$ cat src/rtl/uart_rx_port_pkg.sv
// Shared constants for the UART receive port:
// register offsets, STATUS bit map, defaults.
package uart_rx_port_pkg;

  localparam int UART_BAUD_DIV   = 234;
  localparam int UART_FIFO_DEPTH = 16;

  localparam logic [31:0] UART_DATA_OFS   = 32'h0;
  localparam logic [31:0] UART_STATUS_OFS = 32'h4;

  localparam int ST_NE   = 0;
  localparam int ST_FULL = 1;
  localparam int ST_OVR  = 2;
  localparam int ST_FERR = 3;
  localparam int ST_CNT  = 4;

  function automatic logic [31:0] status_word(
    input logic [8:0] cnt,
    input logic       ferr,
    input logic       ovr,
    input logic       full,
    input logic       ne
  );
    logic [31:0] w;
    w = '0;
    w[ST_CNT +: 9] = cnt;
    w[ST_FERR]     = ferr;
    w[ST_OVR]      = ovr;
    w[ST_FULL]     = full;
    w[ST_NE]       = ne;
    return w;
  endfunction

endpackage

$ cat src/rtl/uart_rx_port_sync_fifo.sv
// Generic synchronous FIFO with head peek,
// occupancy count and a dropped-push strobe.
module sync_fifo #(
  parameter int WIDTH = 8,
  parameter int DEPTH = 16,
  localparam int AW = $clog2(DEPTH)
) (
  input  logic             clk,
  input  logic             rst_n,
  input  logic             push,
  input  logic [WIDTH-1:0] din,
  input  logic             pop,
  output logic [WIDTH-1:0] head,
  output logic             full,
  output logic             empty,
  output logic [AW:0]      count,
  output logic             drop
);

  logic [WIDTH-1:0] mem [DEPTH];
  logic [AW-1:0]    wptr;
  logic [AW-1:0]    rptr;
  logic             do_push;
  logic             do_pop;

  assign full    = count == (AW+1)'(DEPTH);
  assign empty   = count == '0;
  assign do_pop  = pop && !empty;
  assign do_push = push && (!full || do_pop);
  assign drop    = push && full && !do_pop;
  assign head    = mem[rptr];

  always_ff @(posedge clk) begin
    if (!rst_n) begin
      wptr  <= '0;
      rptr  <= '0;
      count <= '0;
    end else begin
      if (do_push) wptr <= wptr + AW'(1);
      if (do_pop)  rptr <= rptr + AW'(1);
      unique case ({do_push, do_pop})
        2'b10:   count <= count + (AW+1)'(1);
        2'b01:   count <= count - (AW+1)'(1);
        default: count <= count;
      endcase
    end
  end

  always_ff @(posedge clk) begin
    if (do_push) mem[wptr] <= din;
  end

endmodule

$ cat src/rtl/uart_rx_port.sv
// 8N1 UART receiver with RX FIFO and a
// two-register (DATA/STATUS) bus window.
module uart_rx_port
  import uart_rx_port_pkg::*;
#(
  parameter int CLKS_PER_BIT = UART_BAUD_DIV,
  parameter int FIFO_DEPTH   = UART_FIFO_DEPTH,
  parameter int CNT_W        = $clog2(CLKS_PER_BIT)
) (
  input  logic        clk,
  input  logic        rst_n,
  input  logic        rx,
  input  logic        uart_ren,
  input  logic [31:0] addr,
  output logic [31:0] uart_out,
  output logic        rx_irq
);

  localparam int AW = $clog2(FIFO_DEPTH);
  localparam logic [CNT_W-1:0] HALF =
    CNT_W'(CLKS_PER_BIT/2 - 1);
  localparam logic [CNT_W-1:0] FULL =
    CNT_W'(CLKS_PER_BIT - 1);

  typedef enum logic [2:0] {
    S_IDLE,
    S_START,
    S_DATA,
    S_STOP,
    S_WAIT
  } state_t;

  state_t           state;
  state_t           state_d;
  logic             sync1;
  logic             rx_s;
  logic [CNT_W-1:0] cnt;
  logic [2:0]       bit_idx;
  logic [7:0]       shreg;
  logic             tick;

  logic ld_half, ld_full, dec, clr;
  logic shift, idx_clr, fsm_push, ferr_set;

  logic          ren_q;
  logic          rd_evt;
  logic          sel_status;
  logic          sel_data;
  logic          data_evt;
  logic          stat_evt;
  logic [7:0]    head;
  logic          full;
  logic          empty;
  logic [AW:0]   count;
  logic          drop;
  logic          overrun;
  logic          frame_err;
  logic          unused_addr;

  assign unused_addr = ^{addr[31:3], addr[1:0]};
  assign tick = cnt == '0;

  always_ff @(posedge clk) begin
    if (!rst_n) begin
      sync1 <= 1'b1;
      rx_s  <= 1'b1;
    end else begin
      sync1 <= rx;
      rx_s  <= sync1;
    end
  end

  always_ff @(posedge clk) begin
    if (!rst_n) state <= S_IDLE;
    else        state <= state_d;
  end

  always_comb begin
    state_d = state;
    unique case (state)
      S_IDLE:  if (!rx_s) state_d = S_START;
      S_START: if (tick)
                 state_d = rx_s ? S_IDLE : S_DATA;
      S_DATA:  if (tick && bit_idx == 3'd7)
                 state_d = S_STOP;
      S_STOP:  if (tick) state_d = S_WAIT;
      S_WAIT:  if (rx_s) state_d = S_IDLE;
      default: state_d = S_IDLE;
    endcase
  end

  always_comb begin
    ld_half  = 1'b0;
    ld_full  = 1'b0;
    dec      = 1'b0;
    clr      = 1'b0;
    shift    = 1'b0;
    idx_clr  = 1'b0;
    fsm_push = 1'b0;
    ferr_set = 1'b0;
    unique case (state)
      S_IDLE: begin
        ld_half = !rx_s;
        clr     = rx_s;
      end
      S_START: begin
        dec     = !tick;
        ld_full = tick && !rx_s;
        idx_clr = tick && !rx_s;
        clr     = tick && rx_s;
      end
      S_DATA: begin
        dec     = !tick;
        ld_full = tick;
        shift   = tick;
      end
      S_STOP: begin
        dec      = !tick;
        fsm_push = tick && rx_s;
        ferr_set = tick && !rx_s;
      end
      default: ;
    endcase
  end

  always_ff @(posedge clk) begin
    if (!rst_n) begin
      cnt     <= '0;
      bit_idx <= '0;
      shreg   <= '0;
    end else begin
      if (ld_half)      cnt <= HALF;
      else if (ld_full) cnt <= FULL;
      else if (dec)     cnt <= cnt - CNT_W'(1);
      else if (clr)     cnt <= '0;
      if (idx_clr)    bit_idx <= '0;
      else if (shift) bit_idx <= bit_idx + 3'd1;
      if (shift) shreg <= {rx_s, shreg[7:1]};
    end
  end

  // Edge-detect the bus strobe so a held read acts once.
  assign rd_evt     = uart_ren && !ren_q;
  assign sel_status = addr[2];
  assign sel_data   = !addr[2];
  assign data_evt   = rd_evt && sel_data;
  assign stat_evt   = rd_evt && sel_status;

  sync_fifo #(
    .WIDTH (8),
    .DEPTH (FIFO_DEPTH)
  ) u_fifo (
    .clk   (clk),
    .rst_n (rst_n),
    .push  (fsm_push),
    .din   (shreg),
    .pop   (data_evt),
    .head  (head),
    .full  (full),
    .empty (empty),
    .count (count),
    .drop  (drop)
  );

  // Set beats clear on a concurrent STATUS read.
  always_ff @(posedge clk) begin
    if (!rst_n) begin
      ren_q     <= 1'b0;
      overrun   <= 1'b0;
      frame_err <= 1'b0;
      rx_irq    <= 1'b0;
    end else begin
      ren_q     <= uart_ren;
      overrun   <= drop | (overrun & !stat_evt);
      frame_err <= ferr_set | (frame_err & !stat_evt);
      rx_irq    <= !empty;
    end
  end

  always_comb begin
    uart_out = '0;
    unique case (1'b1)
      sel_data:
        uart_out = {!empty, 23'b0,
                    empty ? 8'h00 : head};
      sel_status:
        uart_out = status_word(9'(count), frame_err,
                               overrun, full, !empty);
      default: uart_out = '0;
    endcase
  end

endmodule
$ cat config.mk
export PLATFORM = sky130hd
export DESIGN_NAME = uart_rx_port
export DESIGN_NICKNAME = d
export VERILOG_FILES = /design/src/rtl/uart_rx_port_pkg.sv /design/src/rtl/uart_rx_port_sync_fifo.sv /design/src/rtl/uart_rx_port.sv
export SDC_FILE = /design/constraint.sdc
export NUM_CORES = 1
export LEC_CHECK = 0
export CAP_MARGIN = 10
export CORE_MARGIN = 8
export CORE_UTILIZATION = 52
export CTS_CLUSTER_DIAMETER = 40
export DETAILED_ROUTE_END_ITERATION = 16
export GPL_TIMING_DRIVEN = 0
export PLACE_DENSITY = 0.87
export SLEW_MARGIN = 10
export SYNTH_ARGS = -nofsm -noshare
export SYNTH_HDL_FRONTEND = slang
export SYNTH_SLANG_ARGS = --single-unit
$ cat constraint.sdc
create_clock -name clk -period 2.69 [get_ports clk]
set_input_delay 0.269 -clock clk [delete_from_list [all_inputs] [get_ports clk]]
set_output_delay 0.269 -clock clk [all_outputs]
set_load 0.01 [all_outputs]
======== Yosys cells after proc, flatten, opt, wreduce, memory -nomap -nowiden ========
Memory sizes are Yosys's and may differ from the RTL's. A register that Yosys moved wholly into a read port is not among the register bits.
Cells that the tools add are included.
Widths: inputs -> output; s select.
storage, ports and cells
  bits in registers ....................... 41
  RAM bits ................................ 128
  bits of input ports ..................... 36
  output and inout port bits .............. 33
  logic and storage cells ................. 97
  memories kept ........................... 1
memory list
  name        depth  width  rd ports  clocked after Yosys merged registers in  wr ports  line                          source
  u_fifo.mem  16     8      1         1                                        1         uart_rx_port_sync_fifo.sv:20  logic [WIDTH-1:0] mem [DEPTH];
cells by class
  add/subtract/negate cells ............... 6
  equal/unequal tests ..................... 13
  multiplexer cells ....................... 26
  bitwise operators ....................... 5
  reduce and logical (&&, ||, !) cells .... 31
operators with widths
  operator             number
  $pmux 32 s2          1
  $mux 8               4
  $mux 3               5
  $pmux 3 s5           1
  $logic_and 1x1->1    10
  $ne 2x2->1 const B   5
  $pmux 5 s2           1
  $add 4x1->4 const B  2
  $logic_not 1->1      8
  $logic_not 8->1      1
  $mux 1               8
  $mux 4               2
  $sub 8x1->8 const B  1
  $mux 7               1
  $eq 3x2->1 const B   2
  $eq 3x3->1 const B   2
  $reduce_or 3->1      2
  $add 5x1->5 const B  1
  $eq 5x5->1 const B   1
  $logic_not 5->1      1
  $reduce_and 5->1     1
  $sub 5x1->5 const B  1
  $pmux 1 s2           2
  $reduce_bool 2->1    2
  13 further kinds     16

======== Depth between registers and ports, before layout ========
Gate-level depths: netlist of the first run.
  depth after elaboration ................. 8
  mapped depth ............................ 15
  depth with buffers taken out ............ 14

======== Modules after synthesis ========
From an unflattened synthesis of the first run, not the netlist that was laid out.
unflattened totals
  cells, all modules ...................... 485
  area total of the unflattened synthesis .. 7586.0 sq um
by module, submodules not included
  module        times used  cells each  area an instance (sq um)  seq. area each (sq um)
  sync_fifo     1           302         5999.5                    4184.0
  uart_rx_port  1           183         1586.5                    560.5

======== Worst setup path before layout of the first run ========
No wires, ideal clock.
  kind .................................... reg2reg
  start ................................... reg cnt[0]
  end ..................................... reg u_fifo.count[4]
  setup time .............................. 76 ps
  data arrival time ....................... 2867 ps
  data required time ...................... 2614 ps
  setup slack ............................. -253 ps
  stages on the path, launching flop included .. 16
  buffers on the path ..................... 1
  period minus slack after synthesis ...... 2943 ps
  cell sequence ........................... dfxtp_1 > inv_1 > ha_1 > nor4b_4 > and4_1 > and2_1 > buf_6 > inv_4 > ha_1 > xor2_1 > ha_1 > a211o_1 > a21oi_1 > a221oi_1 > or3_1 > a21boi_0
between the ends
  longest elaborated chain between the ends .. 6
  elaborated cells on any way between the ends .. 8
  those cells by class .................... eq/ne (2); mux (2); reduce/logical (4)
ends and longest elaborated chain
  item                                                    line                          source
  from (decl)                                             uart_rx_port.sv:37            logic [CNT_W-1:0] cnt;
  from (signal assigned)                                  uart_rx_port.sv:134           else if (dec) cnt <= cnt - CNT_W'(1);
  $logic_not 8->1 (*)                                     uart_rx_port.sv:61            assign tick = cnt == '0;
  $logic_and 1x1->1 (*)                                   uart_rx_port.sv:119           fsm_push = tick && rx_s;
  $mux 1 (*)                                              uart_rx_port.sv:101           unique case (state)
  $logic_and 1x1->1 (*)                                   uart_rx_port_sync_fifo.sv:29  assign do_push = push && (!full || do_pop);
  $eq 2x1->1 / $eq 2x2->1 (equally long branches)         uart_rx_port_sync_fifo.sv:41  unique case ({do_push, do_pop})
  $pmux 5 s2 / $reduce_bool 2->1 (equally long branches)  n/a
  to (signal assigned)                                    uart_rx_port_sync_fifo.sv:42  2'b10: count <= count + (AW+1)'(1);
  to (signal assigned)                                    uart_rx_port_sync_fifo.sv:43  2'b01: count <= count - (AW+1)'(1);
  to (signal assigned)                                    uart_rx_port_sync_fifo.sv:44  default: count <= count;
  to (decl)                                               uart_rx_port_sync_fifo.sv:16  output logic [AW:0] count,
Mark *: on every way between the ends. The rest lies on a longest branch, timed or not.
A chain may end at the register's enable or synchronous reset.

======== Final worst setup path of the first run ========
Ends and elaborated chain as after synthesis.

==> summary.log, run 1 <==
INFO  global_route   antenna_found_initial=0
INFO  final_layout   layout.filler_cells=987
INFO  power_and_ir_drop p_per_area=600nW/µm²
INFO  global_route   largest_net_degree_at_the_start_of_global_routing=19
INFO  critical_path  cpPeakStageDelay=350ps
INFO  logic_synthesis ys_async_sr_fraction=0%
INFO  logic_synthesis synth_ff_type=edfxtp_1
INFO  power_and_ir_drop clock_power_share=42.1%
INFO  route          route.detailed.wl_per_inst=22.7µm
INFO  timing         final.period_utilization=104%
INFO  timing         max_freq=357MHz
INFO  clock_network  cts_max_path_buffers=2
INFO  logic_synthesis post_synth_inst_count=527
INFO  floorplanning  die_w=136µm
INFO  route          vias_per_cell=6.19
INFO  critical_path  cp_data_required_time=3060ps
INFO  power_and_ir_drop total_power=5.35mW
INFO  logic_synthesis post-synth-top-area-cell=edfxtp_1
INFO  final_layout   most_frequent_cells_in_the_layout=edfxtp_1 (128), buf_4 (44), nand2_1 (38), dfxtp_1 (36), mux4_2 (31)
INFO  logic_synthesis synth_warnings=0
INFO  timing         clock-skew-final=11.6ps
INFO  route          dr.first_iter.drc_count=477
INFO  global_route   vias_in_the_first_global_route=4916
INFO  worst_hold_path worst_hold_path.num_cells=2
INFO  critical_path  regToRegEndpoint=u_fifo.count[4]
INFO  power_and_ir_drop power_leakage=3.08nW
INFO  critical_path  timing_worst_setup_path_type=flip-flop to flip-flop
INFO  final_layout   finalInstanceArea=8930µm²
INFO  critical_path  critical-path-top-delay-family=simple AND/OR/NAND/NOR gates
INFO  floorplanning  die_area=18500µm²
INFO  final_layout   post_route_cells_drive_above_1_share=26.7%
INFO  logic_synthesis edff_count_synth=128
INFO  worst_hold_path whs_endpoint=sync1
INFO  timing         grt_setup_unrepaired=yes
INFO  power_and_ir_drop seqPwrFrac=53.3%
INFO  clock_network  tritoncts_clock_tree=yes
INFO  final_layout   mostFrequentLayoutCell=edfxtp_1
INFO  floorplanning  floorplan.rows=44
INFO  power_and_ir_drop internal_power=4.13mW
INFO  logic_synthesis synth-seq-cells=173
INFO  critical_path  worst-endpoint-arrival=3170ps
INFO  clock_network  postCtsHoldBufs=0
INFO  placement      final_wtd_congestion=0.852
INFO  clock_network  clk_latency=440ps
INFO  final_layout   areaGrowthSynthToFinish=19.1%
INFO  timing         hold_violations=0
INFO  critical_path  r2r.worst_path.cells=14
INFO  run_status     run_status=complete, but fails checks
INFO  timing         maxSlewHeadroom=37.8%
INFO  floorplanning  die_height=136µm
INFO  clock_network  cts_htree_levels=4
INFO  placement      port_buffers=15
INFO  timing         hold-worst-slack=386ps
INFO  timing         finalSetupViolations=2
INFO  route          drt-total-wl=18000µm
INFO  logic_synthesis syn_avg_cell_area=14.2µm²
INFO  logic_synthesis synth.yosys.seq_area_share=63.3%
INFO  route          route.vias.total=4918
INFO  placement      placedCellCount=747
INFO  power_and_ir_drop power.share.switching=22.8%
INFO  route          final_antenna_net_count=0
INFO  timing         final_period_minus_worst_setup_slack=2800ps
INFO  final_layout   fin_util=62.4%
INFO  route          drc=0
INFO  placement      placedInstanceArea=8010µm²
INFO  floorplanning  floorplan.initialDensity=52.4%
INFO  power_and_ir_drop p_switching=1.22mW
INFO  timing         final_max_slew_viol_count=0
INFO  clock_network  clk_root_buffer_cell=clkbuf_16
INFO  critical_path  reg2reg_from=cnt[0]
INFO  critical_path  worst-path-buf-inv=2
INFO  clock_network  numCtsBuffers=17
INFO  logic_synthesis synth_cell_types=63
INFO  timing         worst_slack=-113ps
INFO  floorplanning  pin_count=69
INFO  critical_path  cp_cell_sequence=inv_4, ha_4, nor4b_4, and4_4, and2_4, inv_8, ha_4, xor2_1, ha_2, a211o_1, a21oi_2, a221oi_2, or3_1, a21boi_1
INFO  global_route   grt_first_pass_wirelength=27300µm
INFO  logic_synthesis syn_area=7500µm²
INFO  critical_path  timing.reg2reg.setup_slack=-110ps
INFO  floorplanning  core_region_area=14300µm²
INFO  logic_synthesis post_synth_main_area_contributors=edfxtp_1 (51%), dfxtp_1 (12%), mux4_2 (9.3%)
INFO  run            cap_viol_max_count=0
INFO  final_layout   fin_nets=646
INFO  clock_network  path_clk_slew=70ps
INFO  critical_path  crit_top_cell=ha_4
INFO  critical_path  slowest_stage=dfxtp_4
INFO  timing         tightestPinTransition=930ps
INFO  route          first_pass_iters=5
INFO  placement      dp_hpwl=11000µm
INFO  critical_path  start_kind=flip-flop
INFO  final_layout   num_antenna_cells=0
INFO  final_layout   final-instance-count-excl-fill=794
INFO  run_status     violations=setup timing
INFO  critical_path  cp_max_fo=4
INFO  worst_hold_path worst_hold_path_type=input port to flip-flop
INFO  critical_path  crit_path_end_kind=flip-flop
INFO  global_route   gr-usage-all-layers=19.9%
INFO  power_and_ir_drop combinational_share_of_power=4.5%
INFO  logic_synthesis synth_largest_type_area_fraction=51.3%
INFO  clock_network  cts_sink_count=173
INFO  worst_hold_path worstHoldStart=rx
INFO  global_route   grt-ovfl-total=0
INFO  power_and_ir_drop ir_drop=0.000491V
## cells by family after synthesis
group,count (synthesis),synth area share [%]
AOI/OAI and AO/OA,72,6.78
xor gates and xnor gates,9,1.05
adders and majority gates,13,2.17
buffers and inverters,63,4.59
DFF,173,63.3
muxes,49,11.7
other,1,0.0500
and+or+nand+nor,147,10.3
## sequential cells by signal, summed over array words and instances, names as in the netlist, named ones only
name,flops
bit_idx,3
cnt,8
frame_err,1
overrun,1
ren_q,1
rx_irq,1
rx_s,1
shreg,8
state,3
sync1,1
u_fifo.count,5
u_fifo.mem,128
u_fifo.rptr,4
u_fifo.wptr,4
## routing by layer
metal	track usage, %	routed length [µm]	vias up
li1	-	-	2114
met1	22.5	6500	2406
met3	4.25	1650	72
met4	10.9	699	0
met5	0	0	-
met2	34.5	9170	326
## metrics by stage
stage / TNS [ps] / setup slack, ps
2_1_floorplan: -15.6 / -15.6
3_3_place_gp: -16190 / -539
3_5_place_dp: -24760 / -585
4_1_cts: -409 / -139
5_1_grt: -1440 / -159
6_report: -131 / -113
## timing repair
action                                  in CTS  in global routing
pin swaps                                    8                 10
endpoints found under the setup margin      43                 44
buffers inserted                            11                 11
resized for setup                           56                 24
## final cells by class
cell class | instances | area (µm²) | area share (%)
Clock inverter | 14 | 106 | 1.19
Clock buffer | 18 | 429 | 4.81
Timing Repair Buffer | 37 | 312 | 3.49
Tap cell | 184 | 230 | 2.58
Multi-Input combinational cell | 312 | 2700 | 30.2
Inverter | 11 | 53.8 | 0.603
Buffer | 45 | 333 | 3.73
Sequential cell | 173 | 4770 | 53.4
## worst max-delay path by stage
stage                        start               end  slack [ps]  cells past startpoint
after floorplan             cnt[1]   u_fifo.count[4]         -20                     15
after global placement    uart_ren  u_fifo.mem[1][5]        -540                      7
after detailed placement  uart_ren   u_fifo.count[4]        -580                     14
after CTS                   cnt[0]   u_fifo.count[4]        -140                     15
after global routing        cnt[0]   u_fifo.count[4]        -160                     14
final                       cnt[0]   u_fifo.count[4]        -110                     14
## power by group through the flow
stage               clock network (mW)  logic [mW]  registers [mW]
finish                            2.26       0.243            2.85
global placement                     0       0.198            2.91
global route                      2.37       0.265            2.85
detailed placement                   0       0.206            2.91
floorplan                            0       0.163            2.91
CTS                               2.25       0.223            2.85
## synthesized netlist by cell type (3+ instances only)
cell type,count
and2_1,14
nor4_1,3
nor3_1,11
nand2_1,38
dfxtp_1,45
o221ai_1,6
nand2b_1,9
ha_1,13
mux2i_1,17
o21ai_0,9
nor3b_1,3
xnor2_1,6
o22ai_1,3
clkbuf_1,21
or3_1,4
a21oi_1,12
nand3_1,16
a31oi_1,6
xor2_1,3
a22oi_1,4
a21boi_0,11
nor2b_1,6
mux4_2,31
edfxtp_1,128
buf_2,6
buf_4,22
nor2_1,27
inv_1,10
## worst register-to-register path, stage by stage, from the launching register on
cell and delay (ps):
dfxtp_4 350, inv_4 60, ha_4 140, nor4b_4 260
and4_4 280, and2_4 190, inv_8 50, ha_4 160
xor2_1 140, ha_2 190, a211o_1 240, a21oi_2 170
a221oi_2 60, or3_1 320, a21boi_1 130
No activity file was read; power rests on OpenSTA's default activity.
==> inputs of run 2 (changes only) <==
--- a/config.mk
+++ b/config.mk
@@ -5,7 +5,7 @@
 export SDC_FILE = /design/constraint.sdc
 export NUM_CORES = 1
 export LEC_CHECK = 0
-export CAP_MARGIN = 10
+export CAP_MARGIN = 20
 export CORE_MARGIN = 8
 export CORE_UTILIZATION = 52
 export CTS_CLUSTER_DIAMETER = 40
@@ -15,4 +15,5 @@
 export SLEW_MARGIN = 10
 export SYNTH_ARGS = -nofsm -noshare
 export SYNTH_HDL_FRONTEND = slang
+export SYNTH_HIERARCHICAL = 1
 export SYNTH_SLANG_ARGS = --single-unit
==> run 2 against run 1 <==
Worst setup slack lost 21 ps; the flow still finishes with violations (setup timing); sequential cell count is the same; total power grew 5.1%; synthesized area grew 1.2%; die area grew 1.1%; final area grew 0.14%; maximum frequency shrank 0.74%; register-to-register slack is essentially flat; worst hold slack lost 190 ps; clock power grew 12%; highest routed layer is now met5; sequential share of layout area shrank 0.20 points; global-route usage grew 2.0 points; largest power group unchanged.
==> summary.log, run 2 <==
INFO  final_layout   post_route_cells_drive_above_1_share=32.0%
INFO  timing         maxSlewHeadroom=42.8%
INFO  clock_network  cts_max_path_buffers=2
INFO  clock_network  postCtsHoldBufs=0
INFO  power_and_ir_drop total_power=5.63mW
INFO  critical_path  cp_max_fo=7
INFO  route          first_pass_iters=6
INFO  final_layout   biggestRegsByFlops=u_fifo/mem: 128 flops, cnt: 8 flops, shreg: 8 flops
INFO  route          dr.first_iter.drc_count=741
INFO  floorplanning  die_height=137µm
INFO  logic_synthesis synthTopCellsByCount=edfxtp_1 (128), dfxtp_1 (45), nor2_1 (35), mux4_1 (24), buf_4 (22)
INFO  clock_network  tritoncts_clock_tree=yes
INFO  final_layout   finalInstanceArea=8940µm²
INFO  placement      dp_hpwl=11200µm
INFO  critical_path  cpPeakStageDelay=530ps
INFO  final_layout   mostFrequentLayoutCell=edfxtp_1
INFO  placement      final_wtd_congestion=0.837
INFO  route          drc=0
INFO  logic_synthesis synth_warnings=6
INFO  run            cap_viol_max_count=0
INFO  logic_synthesis ys_async_sr_fraction=0%
INFO  critical_path  start_kind=flip-flop
INFO  run_status     run_status=complete, but fails checks
INFO  final_layout   num_antenna_cells=0
INFO  route          drt-total-wl=19900µm
INFO  final_layout   fin_nets=602
INFO  timing         tightestPinTransition=851ps
INFO  timing         grt_setup_unrepaired=yes
INFO  logic_synthesis synth_cell_types=65
INFO  power_and_ir_drop p_per_area=629nW/µm²
INFO  clock_network  clk_root_buffer_cell=clkbuf_16
INFO  global_route   vias_in_the_first_global_route=4895
INFO  logic_synthesis synth.yosys.seq_area_share=62.5%
INFO  final_layout   areaGrowthSynthToFinish=17.9%
INFO  critical_path  timing_worst_setup_path_type=flip-flop to output port
INFO  floorplanning  floorplan.rows=44
INFO  route          vias_per_cell=6.54
INFO  global_route   gr-usage-all-layers=21.9%
INFO  floorplanning  floorplan.initialDensity=52.8%
INFO  timing         clock-skew-final=11.0ps
INFO  critical_path  r2r.worst_path.cells=12
INFO  floorplanning  die_area=18700µm²
INFO  power_and_ir_drop ir_drop=0.000484V
INFO  critical_path  crit_path_end_kind=output port
INFO  critical_path  slowest_stage=mux4_2
INFO  logic_synthesis syn_area=7590µm²
INFO  timing         worst_slack=-134ps
INFO  placement      placedInstanceArea=8050µm²
INFO  logic_synthesis post-synth-top-area-cell=edfxtp_1
INFO  clock_network  path_clk_slew=70ps
INFO  logic_synthesis synth_largest_type_area_fraction=50.7%
INFO  worst_hold_path worst_hold_path_type=input port to flip-flop
INFO  clock_network  clk_latency=440ps
INFO  final_layout   most_frequent_cells_in_the_layout=edfxtp_1 (128), dfxtp_1 (39), buf_4 (37), mux4_2 (37), nor2_1 (32)
INFO  logic_synthesis post_synth_inst_count=485
INFO  timing         final.period_utilization=105%
INFO  route          route.detailed.wl_per_inst=26.5µm
INFO  final_layout   largest_register_ff_count=128
INFO  logic_synthesis post_synth_main_area_contributors=edfxtp_1 (51%), dfxtp_1 (12%), mux4_1 (8.3%)
INFO  global_route   antenna_found_initial=2
INFO  logic_synthesis synth-seq-cells=173
INFO  timing         final_max_slew_viol_count=0
INFO  logic_synthesis synth_ff_type=edfxtp_1
INFO  global_route   largest_net_degree_at_the_start_of_global_routing=20
INFO  clock_network  cts_htree_levels=4
INFO  worst_hold_path worst_hold_path.num_cells=2
INFO  clock_network  cts_sink_count=173
INFO  floorplanning  pin_count=69
INFO  logic_synthesis edff_count_synth=128
INFO  global_route   grt-ovfl-total=0
INFO  run_status     violations=setup timing
INFO  power_and_ir_drop power_leakage=3.21nW
INFO  timing         finalSetupViolations=9
INFO  timing         hold_violations=0
INFO  route          route.vias.total=4927
INFO  floorplanning  core_region_area=14400µm²
INFO  floorplanning  die_w=137µm
INFO  logic_synthesis synth.most_common_cell=edfxtp_1
INFO  global_route   grt_first_pass_wirelength=29900µm
INFO  timing         final_period_minus_worst_setup_slack=2820ps
INFO  final_layout   fin_util=62.2%
INFO  logic_synthesis syn_avg_cell_area=15.6µm²
INFO  final_layout   max_flop_register=u_fifo/mem
INFO  critical_path  crit_top_cell=buf_12
INFO  critical_path  cp_cell_sequence=buf_12, buf_12, buf_12, mux4_2, mux4_2, a22o_1, buf_2
INFO  route          final_antenna_net_count=0
INFO  clock_network  numCtsBuffers=17
INFO  timing         max_freq=354MHz
INFO  critical_path  worst-endpoint-arrival=2550ps
INFO  critical_path  cp_data_required_time=2420ps
INFO  placement      port_buffers=14
==> run 2: changes by cell type in the layout (fill, tap and decap cells not counted), sizes merged, moves of 6 or more <==
cell,before,now
a21boi,13,0
a22o,0,7
and2,15,6
and3,1,8
buf,51,60
clkbuf,34,26
mux4,31,40
nand2,38,15
nand3,16,3
nor2,27,36
nor3,11,5
o21a,0,6
o221ai,6,0
==> run 2: routing by layer <==
| layer | part of all wire [%] | vias up | track usage [%] |
|---|---|---|---|
| met5 | 0.060 | - | 0 |
| met2 | 47 | 427 | 34.7 |
| met4 | 5.9 | 2 | 12.0 |
| li1 | - | 2004 | - |
| met1 | 34 | 2386 | 25.9 |
| met3 | 13 | 108 | 7.53 |
==> run 2: through the flow <==
step	setup TNS (ps)	instances	hold slack, ps	setup WS (ps)
3_3_place_gp	-69360	704	398	-681
4_1_cts	-727	746	196	-125
6_report	-644	753	196	-134
3_5_place_dp	-93690	704	402	-979
5_1_grt	-2680	753	211	-177
2_1_floorplan	0	506	370	19.4
==> run 2: worst paths after layout <==
check | start | to | slack [ps]
worst min-delay path | rst_n | sync1 | 200
worst max-delay path | flip-flop | uart_out[2] | -130
worst min register to register | sync1 | rx_s | 420
worst max register to register | cnt[0] | u_fifo/count[2] | -120
==> run 2: power by group <==
group / internal, mW / switching, mW
Sequential: 2.83 / 0.0195
Combinational: 0.105 / 0.135
Clock: 1.35 / 1.18
==> run 2: cell families after synthesis <==
family | after synthesis | share of synthesized area [%]
DFF | 173 | 62.5
and+or+nand+nor | 111 | 8.23
AOI/OAI and AO/OA | 68 | 6.75
muxes | 59 | 15.6
buffers and inverters | 58 | 4.62
adders and majority gates | 10 | 1.65
xor gates and xnor gates | 5 | 0.577
other | 1 | 0.0494
==> run 2: area by class of cell <==
type	count	area [µm²]
buffer	42	319
clock buffer	17	425
clock inverter	15	195
fill	930	5430
inverter	14	55.1
multi-input combinational	275	2670
sequential	173	4750
tap	184	230
timing repair buffer	33	293
==> run 2: timing repair <==
action / in CTS / in global routing
pin swaps: 14 / 8
setup buffers: 9 / 10
gates resized for setup: 95 / 26
endpoints found under the setup margin: 144 / 140
cloned: 3 / 0
==> run 2: critical path: cells and delay by family, from the launching register on <==
kind / cells / cell delay [ps]
DFF: 1 / 350
AOI/OAI and AO/OA: 1 / 200
buffers and inverters: 4 / 520
muxes: 2 / 1060
